**src/rtl/movi_seq.sv**
```systemverilog
// ============================================================================
// movi_seq : multi-word move-immediate sequencer (ZX / SX / MOVHI writeback)
// Rev 1.0
// ============================================================================
`default_nettype none

module movi_seq #(
    parameter int DATA_W    = 16,
    parameter int IMM_W     = 8,
    parameter int MAX_WORDS = 2,
    parameter int REG_AW    = 3,
    parameter int NW_W      = $clog2(MAX_WORDS + 1)
) (
    input  logic              clk,
    input  logic              rst_n,
    input  logic              start_i,
    input  logic [1:0]        mode_i,
    input  logic [NW_W-1:0]   nwords_i,
    input  logic [REG_AW-1:0] dest_addr_i,
    input  logic [IMM_W-1:0]  imm_data_i,
    input  logic              imm_valid_i,
    output logic              imm_req_o,
    output logic              pc_inc_o,
    input  logic [DATA_W-1:0] reg_rd_data_i,
    output logic              reg_wr_en_o,
    output logic [REG_AW-1:0] reg_wr_addr_o,
    output logic [DATA_W-1:0] reg_wr_data_o,
    output logic              busy_o,
    output logic              done_o,
    output logic              illegal_o
);

    localparam int ACC_W  = MAX_WORDS * IMM_W;
    localparam int EXT_W  = (ACC_W > DATA_W) ? ACC_W : DATA_W;
    localparam int HALF_W = DATA_W / 2;

    localparam logic [1:0] MODE_ZX = 2'b00;
    localparam logic [1:0] MODE_SX = 2'b01;
    localparam logic [1:0] MODE_HI = 2'b10;
    localparam logic [1:0] MODE_RS = 2'b11;

    typedef enum logic [1:0] {
        S_IDLE  = 2'd0,
        S_FETCH = 2'd1,
        S_WRITE = 2'd2,
        S_DONE  = 2'd3
    } state_t;

    state_t              state_q, state_d;
    logic [ACC_W-1:0]    acc_q, acc_d;
    logic [NW_W-1:0]     cnt_q, cnt_d;
    logic [1:0]          mode_q, mode_d;
    logic [NW_W-1:0]     nwords_q, nwords_d;
    logic [REG_AW-1:0]   dest_q, dest_d;
    logic [REG_AW-1:0]   wr_addr_q, wr_addr_d;
    logic [DATA_W-1:0]   wr_data_q, wr_data_d;
    logic                wr_en_q, done_q, illegal_q, illegal_d;
    logic                pc_inc;
    logic [DATA_W-1:0]   wr_val;

    logic [EXT_W-1:0]    acc_ext, sx_ext;
    logic                sign_bit;
    int                  load_w;
    logic                unused_rd_hi;

    assign unused_rd_hi = ^reg_rd_data_i[DATA_W-1:HALF_W];

    // Bits above the loaded width are always zero, so zero-extend is a plain resize.
    always_comb begin
        acc_ext  = EXT_W'(acc_q);
        load_w   = int'(nwords_q) * IMM_W;
        sign_bit = 1'b0;
        sx_ext   = '0;
        for (int i = 0; i < EXT_W; i++) begin
            if (i == load_w - 1) sign_bit = acc_ext[i];
        end
        for (int i = 0; i < EXT_W; i++) begin
            sx_ext[i] = (i < load_w) ? acc_ext[i] : sign_bit;
        end
        case (mode_q)
            MODE_SX: wr_val = sx_ext[DATA_W-1:0];
            MODE_HI: wr_val = {acc_ext[HALF_W-1:0], reg_rd_data_i[HALF_W-1:0]};
            default: wr_val = acc_ext[DATA_W-1:0];
        endcase
    end

    always_comb begin
        state_d   = state_q;
        acc_d     = acc_q;
        cnt_d     = cnt_q;
        mode_d    = mode_q;
        nwords_d  = nwords_q;
        dest_d    = dest_q;
        wr_addr_d = wr_addr_q;
        wr_data_d = wr_data_q;
        illegal_d = 1'b0;
        pc_inc    = 1'b0;
        case (state_q)
            S_IDLE: begin
                if (start_i) begin
                    mode_d   = mode_i;
                    nwords_d = nwords_i;
                    dest_d   = dest_addr_i;
                    if (mode_i == MODE_RS || nwords_i == '0 ||
                        nwords_i > NW_W'(MAX_WORDS)) begin
                        illegal_d = 1'b1;
                        state_d   = S_DONE;
                    end else begin
                        acc_d   = '0;
                        cnt_d   = '0;
                        state_d = S_FETCH;
                    end
                end
            end
            S_FETCH: begin
                if (imm_valid_i) begin
                    pc_inc = 1'b1;
                    acc_d  = (acc_q << IMM_W) | ACC_W'(imm_data_i);
                    cnt_d  = cnt_q + NW_W'(1);
                    if (cnt_d == nwords_q) begin
                        wr_addr_d = dest_q;
                        state_d   = S_WRITE;
                    end
                end
            end
            S_WRITE: begin
                wr_data_d = wr_val;
                state_d   = S_DONE;
            end
            S_DONE:  state_d = S_IDLE;
            default: state_d = S_IDLE;
        endcase
    end

    always_ff @(posedge clk or negedge rst_n) begin
        if (!rst_n) begin
            state_q   <= S_IDLE;
            acc_q     <= '0;
            cnt_q     <= '0;
            mode_q    <= '0;
            nwords_q  <= '0;
            dest_q    <= '0;
            wr_addr_q <= '0;
            wr_data_q <= '0;
            wr_en_q   <= 1'b0;
            done_q    <= 1'b0;
            illegal_q <= 1'b0;
        end else begin
            state_q   <= state_d;
            acc_q     <= acc_d;
            cnt_q     <= cnt_d;
            mode_q    <= mode_d;
            nwords_q  <= nwords_d;
            dest_q    <= dest_d;
            wr_addr_q <= wr_addr_d;
            wr_data_q <= wr_data_d;
            wr_en_q   <= (state_d == S_WRITE);
            done_q    <= (state_d == S_DONE);
            illegal_q <= illegal_d;
        end
    end

    // MOVHI needs reg_rd_data live in the write cycle, hence the bypass mux.
    assign reg_wr_data_o = wr_en_q ? wr_val : wr_data_q;
    assign reg_wr_addr_o = wr_addr_q;
    assign reg_wr_en_o   = wr_en_q;
    assign done_o        = done_q;
    assign illegal_o     = illegal_q;
    assign imm_req_o     = (state_q == S_FETCH);
    assign busy_o        = (state_q == S_FETCH) || (state_q == S_WRITE);
    assign pc_inc_o      = pc_inc;

endmodule

`default_nettype wire

```
**config.mk**
```make
export PLATFORM = sky130hd
export DESIGN_NAME = movi_seq
export DESIGN_NICKNAME = d
export VERILOG_FILES = /design/src/rtl/movi_seq.sv
export SDC_FILE = /design/constraint.sdc
export NUM_CORES = 1
export LEC_CHECK = 0
export CORE_MARGIN = 3
export CORE_UTILIZATION = 41
export CTS_BUF_LIST = sky130_fd_sc_hd__clkbuf_16
export DETAILED_ROUTE_END_ITERATION = 10
export GPL_ROUTABILITY_DRIVEN = 1
export HOLD_SLACK_MARGIN = 0.06
export PLACE_DENSITY = 0.78
export SYNTH_ARGS = -nofsm -noshare
export SYNTH_HDL_FRONTEND = slang
export SYNTH_SLANG_ARGS = --single-unit
```
**constraint.sdc**
```tcl
create_clock -name clk -period 2 [get_ports clk]
set_clock_uncertainty 0.15 [all_clocks]
set_input_delay 0.2 -clock clk [delete_from_list [all_inputs] [get_ports clk]]
set_output_delay 0.2 -clock clk [all_outputs]
set_load 0.03 [all_outputs]
```
==> results of run 1 <==
worst max path at each step:
stage,startpoint,to,slack [ns]
final,mode_q[1],reg_wr_data_o[15],-0.14
after global routing,mode_q[1],reg_wr_data_o[15],-0.20
after CTS,mode_q[0],reg_wr_data_o[2],-0.11
after detailed placement,mode_q[0],reg_wr_data_o[11],-0.42
after global placement,mode_q[0],reg_wr_data_o[11],-0.39
after floorplan,mode_q[0],reg_wr_data_o[15],0.004
cells in the final DEF (no fill, tap or decap), types with 11 or more instances in the layout:
cell type        count
a21oi_1             17
a22o_1              16
a22oi_2             14
buf_4               20
buf_6               20
clkdlybuf4s50_1     30
dfrtp_1             49
inv_1               11
nor2_1              22
o21ai_0             11
layer usage:
layer	part of all wire (%)	wire, um	vias up	GRT usage (%)
li1	-	-	1033	-
met1	42	2930	1078	25.3
met2	50	3460	72	32.6
met3	6.1	422	16	4.64
met4	2.2	150	0	7.16
met5	0	0	-	0
metrics by stage:
stage	TNS (ns)	utilization (%)	cell area, um^2	power (mW)	hold WS (ns)
after floorplan	0	-	2550	4.31	-0.246
after global placement	-1.75	56.6	3210	5.55	0.0330
after detailed placement	-2.69	56.6	3210	5.64	0.0373
after CTS	-1.16	63.5	3610	7.20	0.256
after global routing	-2.65	64.9	3680	7.96	0.305
final	-1.53	64.9	3680	7.52	0.251
cell type report:
| class | instances | area, um^2 | area share, % |
|---|---|---|---|
| clock inverter | 3 | 21.3 | 0.578 |
| clock buffer | 5 | 125 | 3.40 |
| timing repair buffer | 78 | 768 | 20.9 |
| tap | 72 | 90.1 | 2.45 |
| sequential | 49 | 1230 | 33.3 |
| multi-input combinational | 166 | 1390 | 37.7 |
| inverter | 16 | 62.6 | 1.70 |
cell families (layout without fill, tap and decap cells):
| family | count (synthesis) | count (layout) | share of synthesized area [%] |
|---|---|---|---|
| compound gates | 97 | 97 | 26.6 |
| xor+xnor | 2 | 2 | 1.01 |
| fa+ha+maj | 6 | 6 | 3.03 |
| buf+inv | 29 | 102 | 4.49 |
| flops | 49 | 49 | 49.4 |
| mux | 12 | 12 | 5.80 |
| simple gates | 49 | 49 | 9.63 |
flip-flops by register name, indices dropped and copies added, names as in the netlist:
| signal | flops |
|---|---|
| acc_ext | 16 |
| wr_data_q | 16 |
| dest_q | 3 |
| reg_wr_addr_o | 3 |
| cnt_q | 2 |
| mode_q | 2 |
| nwords_q | 2 |
| state_q | 2 |
| done_o | 1 |
| illegal_o | 1 |
| reg_wr_en_o | 1 |
power groups by stage:
stage | Sequential (mW) | Clock (mW) | Combinational [mW]
final | 1.80 | 0.848 | 4.87
after CTS | 1.79 | 0.867 | 4.54
after floorplan | 1.76 | 0 | 2.55
after global routing | 1.86 | 0.915 | 5.18
after detailed placement | 1.77 | 0 | 3.86
after global placement | 1.75 | 0 | 3.80
worst max-delay path: cells and delay by family (launching register included):
kind	cells	cell delay [ns]
flip-flops	1	0.43
AO/OA/AOI/OAI	2	0.37
adder cells (fa/ha/maj)	1	0.33
buffers and inverters	3	0.36
cells in the mapped netlist (2+ instances only):
master,count
mux2_2,7
nand2_1,8
and2_1,2
buf_2,2
o21ai_0,15
a22oi_1,14
nand3b_1,3
inv_1,15
nor2_1,23
clkbuf_1,10
a21oi_1,27
dfrtp_1,49
nor2b_1,2
mux2_4,3
nand2b_1,7
mux2i_1,2
ha_1,6
a22o_1,16
o22ai_1,12
repair_timing:
item / CTS / global route
setup endpoints to repair: 21 / 35
gates resized for setup: 58 / 13
pin swaps: 12 / 16
hold buffers: 1 / 0
endpoints found under the hold margin: 19 / 0
buffers inserted: 4 / 3
gates cloned: 1 / 0
==> flow_summary_export.csv, run 1 <==
group,metric,value,unit
status,outcome,"complete, but fails checks",
status,violations,"setup timing",
setup_path,cp-end-kind,"output port",
route,drt_iter0_markers,113,
timing,layout_setup_ws,-0.138,ns
global_route,grt_max_degree,33,
setup_path,crit_arrival,1.79,ns
clocking,clk_pin_slew,0.07,ns
route,vias,2199,
floorplan,rows,27,
route,finalWirelength,6960,um
clocking,htree_levels,2,
route,final_antenna_net_count,0,
power_and_ir_drop,p_seq_share,24.0,%
power_and_ir_drop,power_density,2040,nW/um^2
place,port_buffers,51,
timing,rsz0062_at_grt,"yes",
job,max_cap_violations,0,
timing,finalHoldViolations,0,
synthesis,yosysWarnings,0,
place,hpwl,4460,um
power_and_ir_drop,clockPowerShare,11.3,%
setup_path,cpMaxStageDelayCell,"dfrtp_1",
timing,fin_crit,2.14,ns
synthesis,synth-edff-count,0,
route,post-route-drc-count,0,
place,dp_slack,-0.419,ns
floorplan,initial_core_util,43.7,%
power_and_ir_drop,sw_frac_of_total,45.8,%
finish,fin_cells,389,
setup_path,crit_fanout,7,
floorplan,ios,60,
floorplan,core_area,5680,um^2
finish,fillCellCount,423,
setup_path,rr_endpoint,"reg_wr_addr_o[0]",
clocking,cts_root_buffer,"clkbuf_16",
finish,area_growth,48.4,%
timing,timing.slew.headroom,67.7,%
min_path,hp-class,"in2async",
global_route,grt_pass1_wl,10900,um
synthesis,async_reset_ff_share,100,%
finish,nNetsFinal,357,
floorplan,die_h,83.8,um
power_and_ir_drop,internal-power,4.08,mW
power_and_ir_drop,p_sw,3.44,mW
synthesis,netlist_area,2480,um^2
clocking,clock_sinks,49,
setup_path,crit_required,1.65,ns
route,routed_via_density,5.65,
synthesis,synth_top_area_cell,"dfrtp_1",
global_route,grt.overflow.total,0,
timing,finalMaxSlewViolations,0,
clocking,cts_buffers,5,
timing,finalSetupViolCount,16,
floorplan,die_x,83.8,um
finish,layout-drive-gt1-share,36.3,%
setup_path,worstReg2RegStart,"nwords_q[1]",
route,drtPass1Iterations,4,
setup_path,rr_worst_depth,5,
power_and_ir_drop,peakVddDrop,0.000892,V
route,wire_per_inst,17.9,um
setup_path,crit_chain,"ha_4 > inv_4 > buf_8 > a32oi_2 > a21oi_2 > buf_6",
power_and_ir_drop,p_leak,1.57,nW
power_and_ir_drop,pwr-share-comb,64.7,%
global_route,grtUsageTotal,19.8,%
clocking,insertion_delay,0.29,ns
floorplan,dieArea,7020,um^2
place,dp.cells,372,
synthesis,yosys.area.top_type_share,49.4,%
synthesis,yosysSeqAreaShare,49.4,%
timing,period_share,107,%
setup_path,start_kind,"flop",
finish,num_antenna_cells,0,
setup_path,cp_slowest_stage_delay,0.43,ns
synthesis,synth_fp_nets,285,
place,globalplace.congestion,0.802,
synthesis,synthCells,244,
setup_path,rrSetupSlack,0.08,ns
synthesis,synthDistinctLibCells,40,
timing,worstMarginPinSlew,0.485,ns
clocking,cts_buffer_depth,2,
synthesis,avgSynthCellArea,10.2,um^2
global_route,grt_pass1_vias,2171,
synthesis,synth_area_leaders,"dfrtp_1, a22o_1, a21oi_1",
synthesis,synth_seq_cells,49,
global_route,antenna_found_initial,0,
timing,fmax,0.468,GHz
synthesis,synth-main-ff-cell,"dfrtp_1",
clocking,cts_tree,"done",
setup_path,crit_type,"reg2out",
Note: power is estimated with default switching activity, not from simulation.
==> run 2, diff against run 1 <==
- CTS_CLUSTER_DIAMETER: default -> 120
==> results of run 2 <==
No change in the layout: final DEF, timing and power equal those of run 1.
